===== src/rtl/queue_calc_sequencer.sv =====
// Token-stream sequencer for the queue calculator: turns operand/operator/emit tokens into
// queue push / pair-replace / pop steps, with an 8-bit ALU on the queue's front pair.
module queue_calc_sequencer #(
    parameter int unsigned W     = 8,
    parameter int unsigned DEPTH = 5
) (
    input  logic           clk,
    input  logic           rst,
    input  logic           tok_valid_i,
    output logic           tok_ready_o,
    input  logic [1:0]     tok_kind_i,
    input  logic [W-1:0]   tok_data_i,
    input  logic [2*W-1:0] q_top_i,
    output logic           q_valid_o,
    output logic [1:0]     q_opcode_o,
    output logic [W-1:0]   q_back_o,
    output logic           out_valid_o,
    input  logic           out_ready_i,
    output logic [W-1:0]   out_data_o,
    output logic [2:0]     count_o,
    output logic [1:0]     err_o,
    output logic           busy_o
);

    typedef enum logic [2:0] {
        StIdle, StPush, StAlu, StIssue, StEmit, StPop, StErr
    } state_e;

    localparam logic [2:0] DepthC    = 3'(DEPTH);
    localparam logic [1:0] OpPush    = 2'b00;
    localparam logic [1:0] OpPair    = 2'b10;
    localparam logic [1:0] OpPop     = 2'b11;
    localparam logic [1:0] ErrOvf    = 2'b01;
    localparam logic [1:0] ErrUnd    = 2'b10;
    localparam logic [1:0] ErrIllegal = 2'b11;

    state_e         state_q, state_d;
    logic [2:0]     count_q, count_d;
    logic [1:0]     err_q, err_d;
    logic [1:0]     op_q, op_d;
    logic           q_valid_q, q_valid_d;
    logic [1:0]     q_opcode_q, q_opcode_d;
    logic [W-1:0]   q_back_q, q_back_d;
    logic           out_valid_q, out_valid_d;
    logic [W-1:0]   alu_a, alu_b, alu_res;

    assign alu_a = q_top_i[2*W-1:W];
    assign alu_b = q_top_i[W-1:0];

    // All ops wrap modulo 2^W; mul keeps only the low W bits of the product.
    always_comb begin
        unique case (op_q)
            2'b00:   alu_res = alu_a + alu_b;
            2'b01:   alu_res = alu_a - alu_b;
            2'b10:   alu_res = alu_a * alu_b;
            default: alu_res = alu_a ^ alu_b;
        endcase
    end

    always_comb begin
        state_d     = state_q;
        count_d     = count_q;
        err_d       = err_q;
        op_d        = op_q;
        q_valid_d   = 1'b0;
        q_opcode_d  = 2'b00;
        q_back_d    = '0;
        out_valid_d = 1'b0;
        unique case (state_q)
            StIdle: begin
                if (tok_valid_i) begin
                    unique case (tok_kind_i)
                        2'b00: begin
                            if (count_q == DepthC) begin
                                err_d   = ErrOvf;
                                state_d = StErr;
                            end else begin
                                state_d    = StPush;
                                q_valid_d  = 1'b1;
                                q_opcode_d = OpPush;
                                q_back_d   = tok_data_i;
                            end
                        end
                        2'b01: begin
                            if (count_q < 3'd2) begin
                                err_d   = ErrUnd;
                                state_d = StErr;
                            end else begin
                                op_d    = tok_data_i[1:0];
                                state_d = StAlu;
                            end
                        end
                        2'b10: begin
                            if (count_q == 3'd0) begin
                                err_d   = ErrUnd;
                                state_d = StErr;
                            end else begin
                                state_d     = StEmit;
                                out_valid_d = 1'b1;
                            end
                        end
                        default: begin
                            err_d   = ErrIllegal;
                            state_d = StErr;
                        end
                    endcase
                end
            end
            StPush: begin
                count_d = count_q + 3'd1;
                state_d = StIdle;
            end
            StAlu: begin
                state_d    = StIssue;
                q_valid_d  = 1'b1;
                q_opcode_d = OpPair;
                q_back_d   = alu_res;
            end
            StIssue: begin
                count_d = count_q - 3'd1;
                state_d = StIdle;
            end
            StEmit: begin
                if (out_ready_i) begin
                    state_d    = StPop;
                    q_valid_d  = 1'b1;
                    q_opcode_d = OpPop;
                end else begin
                    out_valid_d = 1'b1;
                end
            end
            StPop: begin
                count_d = count_q - 3'd1;
                state_d = StIdle;
            end
            StErr: ;
            default: state_d = StIdle;
        endcase
    end

    always_ff @(posedge clk) begin
        if (rst) begin
            state_q     <= StIdle;
            count_q     <= 3'd0;
            err_q       <= 2'b00;
            op_q        <= 2'b00;
            q_valid_q   <= 1'b0;
            q_opcode_q  <= 2'b00;
            q_back_q    <= '0;
            out_valid_q <= 1'b0;
        end else begin
            state_q     <= state_d;
            count_q     <= count_d;
            err_q       <= err_d;
            op_q        <= op_d;
            q_valid_q   <= q_valid_d;
            q_opcode_q  <= q_opcode_d;
            q_back_q    <= q_back_d;
            out_valid_q <= out_valid_d;
        end
    end

    assign tok_ready_o = (state_q == StIdle);
    assign busy_o      = (state_q != StIdle);
    assign q_valid_o   = q_valid_q;
    assign q_opcode_o  = q_opcode_q;
    assign q_back_o    = q_back_q;
    assign out_valid_o = out_valid_q;
    // Queue is frozen while emitting, so the front entry is stable for the whole handshake.
    assign out_data_o  = q_top_i[2*W-1:W];
    assign count_o     = count_q;
    assign err_o       = err_q;

endmodule


===== config.mk =====
export PLATFORM = sky130hd
export DESIGN_NAME = queue_calc_sequencer
export DESIGN_NICKNAME = d
export VERILOG_FILES = /design/src/rtl/queue_calc_sequencer.sv
export SDC_FILE = /design/constraint.sdc
export NUM_CORES = 1
export LEC_CHECK = 0
export ABC_AREA = 1
export CAP_MARGIN = 20
export CORE_ASPECT_RATIO = 1.2
export CORE_MARGIN = 2
export CORE_UTILIZATION = 50
export CTS_BUF_LIST = sky130_fd_sc_hd__clkbuf_4 sky130_fd_sc_hd__clkbuf_8 sky130_fd_sc_hd__clkbuf_16
export DETAILED_ROUTE_END_ITERATION = 8
export GPL_ROUTABILITY_DRIVEN = 0
export PLACE_DENSITY = 0.78
export SETUP_SLACK_MARGIN = 0.05
export SYNTH_ARGS = -nofsm -noshare
export SYNTH_HDL_FRONTEND = slang
export SYNTH_SLANG_ARGS = --single-unit

===== constraint.sdc =====
create_clock -name clk -period 8.1 [get_ports clk]
set_clock_uncertainty 0.05 [all_clocks]
set_input_delay 1.62 -clock clk [delete_from_list [all_inputs] [get_ports clk]]
set_output_delay 1.62 -clock clk [all_outputs]
set_load 0.03 [all_outputs]

==> results.sh <==
export IMPL_drt_iter0_drc=112
export IMPL_fillCellCount=561
export IMPL_num_vias=2822
export IMPL_antenna_left=0
export IMPL_min_period_ps=5699
export IMPL_crit_top_cell="nand2_1"
export IMPL_num_antenna_cells=0
export IMPL_cts_sinks=22
export IMPL_hold_class="flip-flop to flip-flop"
export IMPL_power_frac_seq=0.226
export IMPL_drcViolationCount=0
export IMPL_max_cap_violations=0
export IMPL_first_pass_iters=5
export IMPL_cts_max_level=1
export IMPL_setup_ws_ps=2401
export IMPL_power_internal_uw=356.6
export IMPL_final_hold_violation_count=0
export IMPL_synth_area_per_cell_um2=6.442
export IMPL_setup_viol=0
export IMPL_synthFlopType="dfxtp_1"
export IMPL_core_area_mm2=0.005593
export IMPL_hold_slack_ps=457.5
export IMPL_synthXorXnorAreaFrac=0.04559
export IMPL_tritoncts="done"
export IMPL_cts_setup_buffers=0
export IMPL_dieArea_mm2=0.006331
export IMPL_synthAdderAreaFrac=0.2429
export IMPL_critPathArrivalTime_ps=5830
export IMPL_grt_pass1_wl_um=11940
export IMPL_final_cell_mix="124 x nand2_1, 93 x inv_1, 56 x clkdlybuf4s50_1"
export IMPL_synth_async_reset_ratio=0
export IMPL_synth_edf_count=0
export IMPL_syn_cell_area_mm2=0.002854
export IMPL_routed_wl_um=7031
export IMPL_grt_pass1_vias=2734
export IMPL_synth_cell_types=38
export IMPL_cts_resized=0
export IMPL_required_ps=8230
export IMPL_post_route_util=0.6166
export IMPL_placed_cells=547
export IMPL_grt_max_degree=23
export IMPL_rows=30
export IMPL_yosys_area_top_type_share=0.1631
export IMPL_io_pin_count=57
export IMPL_rsz0062_at_grt="no"
export IMPL_pwr_share_comb=0.618
export IMPL_layout_drive_gt1_share=0.03696
export IMPL_insertion_delay_ps=270
export IMPL_slowest_delay_ps=690
export IMPL_detailedPlace_worstSlack_ps=2135
export IMPL_fin_cells=551
export IMPL_final_common_cell="nand2_1"
export IMPL_clock_power_share=0.156
export IMPL_start_util=0.5103
export IMPL_synth_compound_area_share=0.1127
export IMPL_overflow=0
export IMPL_wl_per_cell_um=12.76
export IMPL_yosysWarningCount=0
export IMPL_slew_violations=0
export IMPL_port_buffers=56
export IMPL_area_delta_synth_final_pct=20.82
export IMPL_cts_buffers=3
export IMPL_ys_ff_latch=22
export IMPL_slew_headroom=0.4398
export IMPL_cp_num_buf_inv=4
export IMPL_cp_cell_sequence="clkdlybuf4s50_1, nand2_1, fa_1, fa_1, inv_1, fa_1, inv_1, fa_1, inv_1, ha_1, nand2_1, nand2_1, nor2_1, nor2_1, nor2_1, nand2_1, nand2_1, nand2_1, nand3_1, nand3_1, a21oi_1"
export IMPL_end_kind="flip-flop"
export IMPL_crit_cells=21
export IMPL_die_x_um=72.97
export IMPL_p_sw_uw=305.4
export IMPL_p_leak_uw=0.001859
export IMPL_syn_instance_count=443
export IMPL_cts_buffer_depth=2
export IMPL_cp_slowest_cell="clkdlybuf4s50_1"
export IMPL_fin_crit_sh=0.7036
export IMPL_antenna_found_initial=0
export IMPL_max_freq_ghz=0.1755
export IMPL_synthTopCellsByArea="nand2_1 16%, dfxtp_1 15%, ha_1 14%"
export IMPL_critPathLaunchType="primary input"
export IMPL_netSwitchingFraction=0.4613
export IMPL_vias_per_cell=5.122
export IMPL_powerDensity_mw_per_mm2=192.0
export IMPL_crit_family="adder cells"
export IMPL_fin_tns_setup_ps=0
export IMPL_synth_area_mux_share=0
export IMPL_synthesis_nets=520
export IMPL_path_clk_slew_ps=80
export IMPL_synth_simple_gate_area_frac=0.2784
export IMPL_grt_use_total=0.2375
export IMPL_hold_buffers=0
export IMPL_ys_seq_area_frac=0.1543
export IMPL_status="finished clean"
export IMPL_chipHeight_um=86.76
export IMPL_path_class="primary input to flip-flop"
export IMPL_synth_largest_area_cell="nand2_1"
export IMPL_ff2ff_path_depth=13
export IMPL_synth_top_family_by_area="simple AND/OR/NAND/NOR gates"
export IMPL_tightest_slew_ps=837.6
export IMPL_cp_max_fo=10
export IMPL_hpwl_um=5874
export IMPL_holdPathStages=2
export IMPL_nets=565
export IMPL_root_buffer="clkbuf_8"
export IMPL_irDropWorstVdd_uv=194.2
worst register-to-register path: stages (launching register included):
cell	delay [ps]
dfxtp_1	340
inv_2	150
nand2_1	230
o21ai_0	400
inv_1	90
ha_1	190
a21oi_1	210
o21ai_0	190
a21oi_1	240
inv_1	70
nand2_1	60
nand3_1	60
nand3_1	90
a21oi_1	60
cells in the mapped netlist, types with 8 or more instances:
cell type  count
fa_1          14
inv_1         93
nand2_1      124
nand3_1       21
ha_1          33
nor2_1        37
o21ai_0        9
buf_4         11
a21oi_1       26
dfxtp_1       22
xnor2_1        8
power groups by stage:
stage / clock network, uW / logic [uW] / registers, uW
detailed placement: 0 / 408 / 151
global route: 110 / 461 / 152
CTS: 104 / 412 / 150
global placement: 0 / 398 / 152
finish: 103 / 409 / 150
floorplan: 0 / 250 / 183
kinds of logic (layout without fill, tap and decap cells):
kind of cell / Yosys count / in the layout
flip-flops: 22 / 22
buffers and inverters: 111 / 155
adder cells (fa/ha/maj): 47 / 47
XOR/XNOR: 14 / 14
AND/OR/NAND/NOR: 195 / 195
AO/OA/AOI/OAI: 54 / 54
registers in the layout, indices dropped and copies added (netlist names):
| name | flops |
|---|---|
| count_o | 3 |
| err_o | 2 |
| op_q | 2 |
| out_valid_o | 1 |
| q_back_o | 8 |
| q_opcode_o | 2 |
| q_valid_o | 1 |
| state_q | 3 |
routing by layer:
| layer | wire length, um | vias up | global-route usage |
|---|---|---|---|
| met2 | 3783 | 66 | 0.4595 |
| met4 | 166 | 0 | 0.07239 |
| met1 | 2854 | 1300 | 0.2689 |
| met3 | 226 | 15 | 0.02093 |
| met5 | 0 | - | 0 |
| li1 | - | 1441 | - |
worst paths after layout:
path | from | end | slack [ps]
max | q_top_i[9] | q_back_o[7] | 2400
min | err_o[0] | err_o[0] | 460
max reg2reg | op_q[1] | q_back_o[7] | 5520
min reg2reg | err_o[0] | err_o[0] | 460
final cells by class:
| cell class | count | area, um^2 | area share |
|---|---|---|---|
| clock buffer | 3 | 41.29 | 0.01197 |
| clock inverter | 1 | 30.03 | 0.008708 |
| inverter | 95 | 356.6 | 0.1034 |
| multi-input combinational | 310 | 1939 | 0.5624 |
| sequential | 22 | 440.4 | 0.1277 |
| tap | 64 | 80.08 | 0.02322 |
| timing repair buffer | 56 | 560.5 | 0.1626 |
per-stage QoR:
stage | area [um^2] | power, uW
floorplan | 2854 | 433.3
global placement | 3377 | 549.9
detailed placement | 3377 | 559.4
CTS | 3448 | 665.6
global route | 3448 | 723.0
finish | 3448 | 662.1
(Power assumes the default switching activity.)
